### src/rtl/ps2_pkg.sv
// Shared PS/2 definitions: host-transmit FSM states, common command bytes
// and default timing constants (cycles at a 50 MHz clk_sys).
package ps2_pkg;

    typedef enum logic [2:0] {
        IDLE,
        INHIBIT,
        START,
        DATA,
        ACK,
        WAIT_IDLE
    } ps2_state_e;

    localparam logic [7:0] PS2_CMD_RESET     = 8'hFF;
    localparam logic [7:0] PS2_CMD_EN_REPORT = 8'hF4;

    localparam int PS2_INHIBIT_CYC_DEF = 5000;     // 100 us
    localparam int PS2_TIMEOUT_CYC_DEF = 1000000;  // 20 ms

    // PS/2 frames carry odd parity: the parity bit makes the count of ones odd
    function automatic logic odd_parity(input logic [7:0] d);
        return ~^d;
    endfunction

endpackage

### src/rtl/ps2_sync_edge.sv
// Two-flop synchronizer for an asynchronous PS/2 line plus a one-cycle
// falling-edge pulse derived from the synchronized value.
module ps2_sync_edge (
    input  logic clk_sys,
    input  logic rst_n,
    input  logic async_i,
    output logic sync_o,
    output logic fall_o
);

    logic [1:0] sync_q;
    logic       prev_q;

    // Reset to 1 (idle bus level) so leaving reset never fakes an edge
    always_ff @(posedge clk_sys or negedge rst_n) begin
        if (!rst_n) begin
            sync_q <= 2'b11;
            prev_q <= 1'b1;
        end else begin
            sync_q <= {sync_q[0], async_i};
            prev_q <= sync_q[1];
        end
    end

    assign sync_o = sync_q[1];
    assign fall_o = prev_q & ~sync_q[1];

endmodule

### src/rtl/ps2_host_tx.sv
// PS/2 host-to-device byte transmitter (inhibit, request-to-send, 11-clock frame).
// Optional watchdog abort compiled in with `define PS2_TX_TIMEOUT_EN.
module ps2_host_tx
    import ps2_pkg::*;
#(
    parameter int INHIBIT_CYC = PS2_INHIBIT_CYC_DEF,
    parameter int TIMEOUT_CYC = PS2_TIMEOUT_CYC_DEF
) (
    input  logic       clk_sys,
    input  logic       rst_n,
    input  logic       tx_req,
    input  logic [7:0] tx_data,
    output logic       tx_busy,
    output logic       tx_done,
    output logic       tx_err,
    input  logic       ps2_clk_in,
    input  logic       ps2_data_in,
    output logic       ps2_clk_oe,
    output logic       ps2_data_oe
);

    localparam int IW = $clog2(INHIBIT_CYC + 1);

    ps2_state_e    state_q, state_d;
    logic [IW-1:0] inh_q, inh_d;
    logic [3:0]    edge_q, edge_d;
    logic [8:0]    shift_q, shift_d;
    logic          drv_q, drv_d;
    logic          nack_q, nack_d;
    logic          busy_q, busy_d;

    logic          clk_s, clk_fall, data_s;
    logic [1:0]    dsync_q;
    logic          timeout;

    ps2_sync_edge u_clk_sync (
        .clk_sys (clk_sys),
        .rst_n   (rst_n),
        .async_i (ps2_clk_in),
        .sync_o  (clk_s),
        .fall_o  (clk_fall)
    );

    // Data line only needs its synchronized level, never an edge
    always_ff @(posedge clk_sys or negedge rst_n) begin
        if (!rst_n) dsync_q <= 2'b11;
        else        dsync_q <= {dsync_q[0], ps2_data_in};
    end
    assign data_s = dsync_q[1];

`ifdef PS2_TX_TIMEOUT_EN
    localparam int TW = $clog2(TIMEOUT_CYC + 1);
    logic [TW-1:0] wdog_q;

    // Held at zero until START, so the count runs from the START cycle
    always_ff @(posedge clk_sys or negedge rst_n) begin
        if (!rst_n)
            wdog_q <= '0;
        else if (state_q == IDLE || state_q == INHIBIT || clk_fall)
            wdog_q <= '0;
        else if (!timeout)
            wdog_q <= wdog_q + 1'b1;
    end

    assign timeout = (state_q != IDLE) && (state_q != INHIBIT) &&
                     (wdog_q == TW'(TIMEOUT_CYC));
`else
    assign timeout = 1'b0;
`endif

    always_ff @(posedge clk_sys or negedge rst_n) begin
        if (!rst_n) begin
            state_q <= IDLE;
            inh_q   <= '0;
            edge_q  <= '0;
            shift_q <= '0;
            drv_q   <= 1'b0;
            nack_q  <= 1'b0;
            busy_q  <= 1'b0;
        end else begin
            state_q <= state_d;
            inh_q   <= inh_d;
            edge_q  <= edge_d;
            shift_q <= shift_d;
            drv_q   <= drv_d;
            nack_q  <= nack_d;
            busy_q  <= busy_d;
        end
    end

    always_comb begin
        state_d = state_q;
        inh_d   = inh_q;
        edge_d  = edge_q;
        shift_d = shift_q;
        drv_d   = drv_q;
        nack_d  = nack_q;
        busy_d  = busy_q;
        tx_done = 1'b0;
        tx_err  = 1'b0;

        case (state_q)
            IDLE: begin
                if (tx_req && !busy_q) begin
                    shift_d = {odd_parity(tx_data), tx_data};
                    busy_d  = 1'b1;
                    nack_d  = 1'b0;
                    inh_d   = '0;
                    state_d = INHIBIT;
                end
            end
            INHIBIT: begin
                if (inh_q == IW'(INHIBIT_CYC - 1)) state_d = START;
                else                               inh_d   = inh_q + 1'b1;
            end
            START: begin
                // drv_q=1 keeps the start bit low once the clock is released
                edge_d  = '0;
                inh_d   = '0;
                drv_d   = 1'b1;
                state_d = DATA;
            end
            DATA: begin
                if (clk_fall) begin
                    edge_d = edge_q + 1'b1;
                    if (edge_q == 4'd9) begin
                        drv_d   = 1'b0;
                        state_d = ACK;
                    end else begin
                        drv_d   = ~shift_q[0];
                        shift_d = {1'b0, shift_q[8:1]};
                    end
                end
            end
            ACK: begin
                if (clk_fall) begin
                    edge_d  = edge_q + 1'b1;
                    nack_d  = data_s;
                    state_d = WAIT_IDLE;
                end
            end
            WAIT_IDLE: begin
                // tx_done is combinational so busy is still high in the done cycle
                if (clk_s && data_s) begin
                    tx_done = 1'b1;
                    tx_err  = nack_q;
                    busy_d  = 1'b0;
                    state_d = IDLE;
                end
            end
            default: state_d = IDLE;
        endcase

        if (timeout) begin
            tx_done = 1'b1;
            tx_err  = 1'b1;
            busy_d  = 1'b0;
            drv_d   = 1'b0;
            state_d = IDLE;
        end
    end

    assign tx_busy     = busy_q;
    assign ps2_clk_oe  = (state_q == INHIBIT) || (state_q == START);
    assign ps2_data_oe = ((state_q == START) || (state_q == DATA && drv_q)) && !timeout;

endmodule

### config.mk
export PLATFORM = sky130hd
export DESIGN_NAME = ps2_host_tx
export DESIGN_NICKNAME = d
export VERILOG_FILES = /design/src/rtl/ps2_pkg.sv /design/src/rtl/ps2_sync_edge.sv /design/src/rtl/ps2_host_tx.sv
export SDC_FILE = /design/constraint.sdc
export NUM_CORES = 1
export LEC_CHECK = 0
export CAP_MARGIN = 20
export CORE_ASPECT_RATIO = 0.5
export CORE_MARGIN = 2
export CORE_UTILIZATION = 60
export CTS_CLUSTER_DIAMETER = 50
export DETAILED_ROUTE_END_ITERATION = 12
export GPL_TIMING_DRIVEN = 0
export PLACE_DENSITY_LB_ADDON = 0.15
export RECOVER_POWER = 100
export SYNTH_ARGS = -nofsm -noshare
export SYNTH_HDL_FRONTEND = slang
export SYNTH_SLANG_ARGS = --single-unit
### constraint.sdc
create_clock -name clk_sys -period 4.1 [get_ports clk_sys]
set_clock_uncertainty 0.1 [all_clocks]
set_input_delay 0.82 -clock clk_sys [delete_from_list [all_inputs] [get_ports clk_sys]]
set_output_delay 0.82 -clock clk_sys [all_outputs]
set_load 0.005 [all_outputs]
==> impl_metrics.csv, run 1 <==
group,metric,value,unit
sta,tightest_slew,1.933,ns
pwr,combPwrFrac,5.5,%
floorplan,core-area,3435,sq um
synthesis,syn_area,2163,sq um
sta,drv_slew,38,
cts,cts_post_setup_buffers_inserted,0,
routing,firstDrtPassIters,4,
pwr,switching_share,21.75,%
cts,cts_resized,0,
synthesis,async_flop_share,100.0,%
finish,stdcell_area,2466,sq um
pwr,p_leak,0.9915,nW
sta,hold_viol,0,
global_routing,grtUsageMet3,6.452,%
setup_path,crit_arrival,2.22,ns
global_routing,gr-usage-met2,44.03,%
synthesis,synth_cell_types,51,
finish,final-seq-area,932.1,sq um
setup_path,start_kind,"flop",
setup_path,cp_cell_sequence,"clkbuf_1, nor2b_1, and4_1, and2_0, clkdlybuf4s50_1",
cts,clk_latency,0.29,ns
finish,fin_nets,271,
synthesis,synth_edf_count,0,
sta,rsz0062_at_grt,"no",
job,cap_violations,1,
pwr,p_per_area,272.2,nW/um^2
finish,post-route-util,71.80,%
place,place_area,2392,sq um
global_routing,overflow,0,
sta,max_freq,318.3,MHz
pwr,p_int,0.5253,mW
routing,wirelength,4737,microns
sta,fin_crit_sh,76.64,%
setup_path,cpMaxStageDelayCell,"clkdlybuf4s50_1",
finish,multiInputGateArea,1131,sq um
min_path,holdPathStages,0,
run_status,run_status,"finished with violations",
floorplan,fp.dieH,46.46,microns
cts,clkSlewWorstSetupHoldPaths,0.07,ns
sta,worst_hold_slack,0.2565,ns
finish,nFillCells,252,
global_routing,grt-busiest-layer,"met2",
sta,max_slew_margin,-28.89,%
cts,cts_root_buf,"clkbuf_8",
floorplan,core.rowCount,15,
place,port_buffers,17,
pwr,p_seq_share,55.2,%
routing,drc,0,
synthesis,syn_avg_cell_area,9.365,sq um
sta,finalSetupTns,0,ns
place,place_congestion,0.8424,
pwr,p_switching,0.1460,mW
cts,htree_levels,2,
synthesis,ys_seq_elements,37,
finish,synthToLayoutAreaGrowth,14.00,%
sta,finalSetupViolCount,0,
global_routing,met1_usage,31.46,%
cts,ctsHoldBuffers,0,
synthesis,synth-seq-area-share,43.09,%
sta,finalCriticalPeriod,3.142,ns
global_routing,track_usage,25.78,%
setup_path,critPathCaptureType,"output port",
setup_path,cp_max_fo,9,
global_routing,grt_pass1_vias,1854,
routing,drtIter0Drc,133,
routing,wl_per_cell,15.43,microns
synthesis,syn_nets,247,
routing,via_count,1895,
floorplan,die_x,88.92,microns
setup_path,cpPeakStageDelay,0.49,ns
finish,diodes,0,
synthesis,synthCells,231,
cts,cts_tree,"done",
floorplan,start_util,62.99,%
cts,clock_sinks,37,
pwr,ir_worst_vdd,196.3,uV
routing,ant_nets,0,
place,dp_hpwl,3372,microns
setup_path,required,3.18,ns
cts,cts_inserted_buffers,5,
global_routing,grt_pass1_wl,7935,microns
run_status,violations,"max-capacitance violations, max-slew violations",
setup_path,crit_type,"reg2out",
floorplan,dieArea,4131,sq um
finish,layout-drive-gt1-share,7.813,%
pwr,p_clk_share,39.3,%
global_routing,antenna_found_initial,0,
global_routing,grt_max_degree,38,
min_path,hp-class,"reg2reg",
floorplan,io_pins,18,
synthesis,yosysWarnings,0,
cts,clockBufferDepth,2,
synthesis,yosys_most_used_dff,"dfrtp_1",
setup_path,worst_r2r_path_depth,5,
routing,viasPerCell,6.173,
-- per-stage QoR --
step                power (mW)  std cells  setup WS [ns]
floorplan               0.3940        231          2.006
global placement        0.4159        299          1.287
detailed placement      0.4164        299          1.336
CTS                     0.6802        307          1.003
global route            0.6935        307         0.7686
finish                  0.6713        307         0.9579
-- sequential cells by signal, summed over array words and instances (netlist names) --
name,cells
u_clk_sync.prev_q,1
drv_q,1
dsync_q,2
u_clk_sync.sync_q,2
inh_q,13
state_q,3
shift_q,9
tx_busy,1
nack_q,1
edge_q,4
-- cell families (layout without fill, tap and decap cells) --
group / after synthesis / in the layout / synth area share (%)
AO/OA/AOI/OAI: 63 / 63 / 18.68
XOR/XNOR: 8 / 8 / 3.239
adder cells (fa/ha/maj): 3 / 3 / 1.735
buffers and inverters: 19 / 44 / 4.049
flip-flops: 37 / 37 / 43.09
multiplexers: 13 / 13 / 6.015
AND/OR/NAND/NOR: 88 / 88 / 23.19
-- synthesized netlist by cell type (all sizes together) (9+ instances only) --
cell type	number	share of area, %
a21oi	11	2.5
a31oi	9	2.9
buf	9	2.3
dfrtp	32	37
mux2i	13	6.0
nand2	24	4.2
nand3	10	2.3
nand4	9	2.6
nor2	9	1.6
o21ai	21	4.9
-- metal layers --
layer	wire (microns)	share of wire, %	vias to the layer above
met5	0	0	-
met4	44	0.93	0
met3	268	5.7	5
met2	2297	48	64
met1	2128	45	921
li1	-	-	905
-- critical path: cells and delay by family, from the launching register on --
kind	cells	cell delay (ns)
AND/OR/NAND/NOR	3	0.89
buffers and inverters	2	0.68
flip-flops	1	0.36
-- power by group through the flow --
| stage | logic (mW) | clock network [mW] | registers [mW] |
|---|---|---|---|
| after detailed placement | 0.0386 | 0 | 0.378 |
| final | 0.0370 | 0.264 | 0.371 |
| after global placement | 0.0383 | 0 | 0.378 |
| after floorplan | 0.0167 | 0 | 0.377 |
| after CTS | 0.0386 | 0.271 | 0.371 |
| after global routing | 0.0416 | 0.281 | 0.371 |
-- final timing paths --
kind	slack (ns)	from	end
worst max-delay path	0.96	state_q[1]	tx_err
worst min-delay path	0.26	dsync_q[0]	dsync_q[1]
worst max register to register	1.70	state_q[2]	inh_q[11]
worst min register to register	0.26	dsync_q[0]	dsync_q[1]
max in group asynchronous	1.82	rst_n	shift_q[8]
min in group asynchronous	0.96	rst_n	inh_q[6]
-- placed cells by master (no fill, tap or decap), types with 2 or more instances in the layout --
master	n
nand2_1	24
o21ai_0	19
dfstp_2	4
o211ai_1	2
xnor2_1	7
a31oi_1	8
nor3b_1	2
and3b_1	3
nand3b_1	3
nor2b_1	4
nor3_1	2
inv_1	7
nand3_1	10
clkbuf_1	10
nand4_1	9
mux2i_1	13
a21oi_1	11
nor2_1	9
dfrtp_1	32
and3_1	3
clkdlybuf4s50_1	9
ha_1	3
nor4_1	4
buf_2	2
o31ai_1	7
and2_1	5
o21ai_1	2
a211oi_1	4
clkbuf_8	6
dlygate4sd3_1	7
-- layout make-up --
class | instances | area share, %
buffer | 12 | 2.385
clock buffer | 8 | 3.653
inverter | 7 | 1.065
tap | 51 | 2.588
sequential | 37 | 37.80
timing repair buffer | 17 | 6.646
multi-input combinational | 175 | 45.86
(Power assumes the default switching activity.)
==> run 2, diff against run 1 <==
CORE_UTILIZATION = 52   (was 60)
clock period = 2.8 ns   (was 4.1 ns; I/O delays follow)
==> run 2 against run 1 <==
Against the previous run: the run still ends with max-capacitance violations, max-slew violations left; sequential power up 46%; non-clock buffer count stayed put; first-iteration DRC count decreased by 38%; setup slack lost 0.80 ns; flip-flop and latch count is the same; die area up 14%; clock power is 45% higher; via count shrank 0.16%.
==> impl_metrics.csv, run 2 (same netlist as run 1, synthesis figures left out) <==
group,metric,value,unit
setup_path,start_kind,"flop",
global_routing,grt_pass1_vias,1774,
pwr,power,0.9808,mW
finish,top_regs,"inh_q x13, shift_q x9, edge_q x4",
min_path,hp-class,"reg2reg",
cts,cts_tree,"done",
setup_path,critPathCaptureType,"output port",
cts,cts_inserted_buffers,5,
sta,rsz0062_at_grt,"no",
routing,drc,0,
pwr,combPwrFrac,5.5,%
routing,wirelength,4739,microns
floorplan,core.rowCount,16,
finish,layout_common_cells,"dfrtp_1, nand2_1, o21ai_0",
routing,firstDrtPassIters,4,
floorplan,dieArea,4724,sq um
finish,stdcell_area,2466,sq um
pwr,p_per_area,397.7,nW/um^2
finish,largest_reg_flops,13,
pwr,switching_share,21.59,%
global_routing,overflow,0,
run_status,violations,"max-capacitance violations, max-slew violations",
global_routing,grtUsageMet3,6.116,%
floorplan,start_util,54.85,%
finish,diodes,0,
global_routing,antenna_found_initial,0,
sta,finalSetupTns,0,ns
job,cap_violations,1,
place,port_buffers,17,
global_routing,gr-usage-met2,35.92,%
routing,drtIter0Drc,82,
setup_path,crit_type,"reg2out",
sta,tightest_slew,1.931,ns
cts,clkSlewWorstSetupHoldPaths,0.08,ns
sta,max_freq,377.8,MHz
place,dp_hpwl,3285,microns
pwr,p_clk_share,39.2,%
setup_path,crit_arrival,1.99,ns
floorplan,io_pins,18,
floorplan,core-area,3944,sq um
pwr,p_leak,0.9893,nW
setup_path,cp_cell_sequence,"buf_2, nor2b_2, and4_1, and2_0, clkdlybuf4s50_1",
finish,fin_nets,271,
global_routing,grt-busiest-layer,"met2",
setup_path,crit_buf_inv,2,
cts,cts_root_buf,"clkbuf_8",
cts,clock_sinks,37,
setup_path,cpMaxStageDelayCell,"clkdlybuf4s50_1",
floorplan,die_x,95.22,microns
sta,finalCriticalPeriod,2.647,ns
routing,via_count,1892,
routing,ant_nets,0,
pwr,p_seq_share,55.3,%
sta,finalSetupViolCount,0,
min_path,holdCritStartpoint,"dsync_q[0]",
cts,clockBufferDepth,2,
sta,fin_crit_sh,94.54,%
setup_path,cp_top_family,"simple AND/OR/NAND/NOR gates",
global_routing,met1_usage,27.87,%
place,place_congestion,0.7941,
pwr,ir_worst_vdd,205.7,uV
finish,synthToLayoutAreaGrowth,14.00,%
setup_path,required,2.14,ns
place,place_area,2396,sq um
finish,layout-drive-gt1-share,8.203,%
cts,clk_latency,0.29,ns
cts,htree_levels,2,
floorplan,fp.dieH,49.61,microns
pwr,p_int,0.7691,mW
sta,worst_hold_slack,0.2562,ns
setup_path,cpPeakStageDelay,0.49,ns
routing,viasPerCell,6.103,
setup_path,cp_max_fo,9,
sta,drv_slew,38,
run_status,run_status,"finished with violations",
pwr,p_switching,0.2117,mW
global_routing,track_usage,21.77,%
routing,wl_per_cell,15.29,microns
global_routing,grt_pass1_wl,8017,microns
finish,top_register,"inh_q",
global_routing,grt_max_degree,38,
setup_path,setup.worst_path.start,"state_q[1]",
finish,final_common_cell,"dfrtp_1",
sta,max_slew_margin,-28.77,%
setup_path,rr_startpoint,"state_q[1]",
sta,hold_viol,0,
run 2: power by group through the flow:
stage | combinational, mW | clock [mW] | sequential [mW]
2_1_floorplan | 0.0245 | 0 | 0.552
3_3_place_gp | 0.0564 | 0 | 0.553
3_5_place_dp | 0.0566 | 0 | 0.553
4_1_cts | 0.0567 | 0.395 | 0.543
5_1_grt | 0.0595 | 0.423 | 0.543
6_report | 0.0539 | 0.384 | 0.543
run 2: final timing paths:
check,to,slack [ns],depth (start not counted)
setup / recovery,tx_err,0.15,5
hold / removal,dsync_q[1],0.26,0
setup reg to reg,shift_q[2],0.42,6
hold reg to reg,dsync_q[1],0.26,0
max in group asynchronous,shift_q[7],0.77,1
min in group asynchronous,inh_q[10],0.70,1
run 2: cell type report:
class | instances | area (sq um)
Timing Repair Buffer | 17 | 163.9
Buffer | 12 | 57.56
Fill cell | 335 | 1478
Clock buffer | 8 | 90.09
Multi-Input combinational cell | 175 | 1129
Sequential cell | 37 | 932.1
Tap cell | 54 | 67.56
Inverter | 7 | 26.28
run 2: per-layer routing:
layer  wire length [microns]  part of all wire (%)
met5                       0                     0
met4                      46                  0.97
met3                     279                   5.9
met2                    2198                    46
met1                    2215                    47
run 2: stage by stage:
| step | setup WS [ns] | std cells | util [%] |
|---|---|---|---|
| 2_1_floorplan | 0.8935 | 231 | - |
| 3_5_place_dp | 0.3504 | 302 | 60.76 |
| 5_1_grt | 0.02773 | 310 | 62.53 |
| 3_3_place_gp | 0.1967 | 302 | 60.88 |
| 4_1_cts | 0.03209 | 310 | 63.04 |
| 6_report | 0.1530 | 310 | 62.53 |
run 2: what timing repair did:
action                                  4_1_cts  5_1_grt
endpoints found under the setup margin        0        3
resized for setup                             0        2
endpoints found under the hold margin         0        0
hold buffers                                  0        0
setup buffers                                 0        0
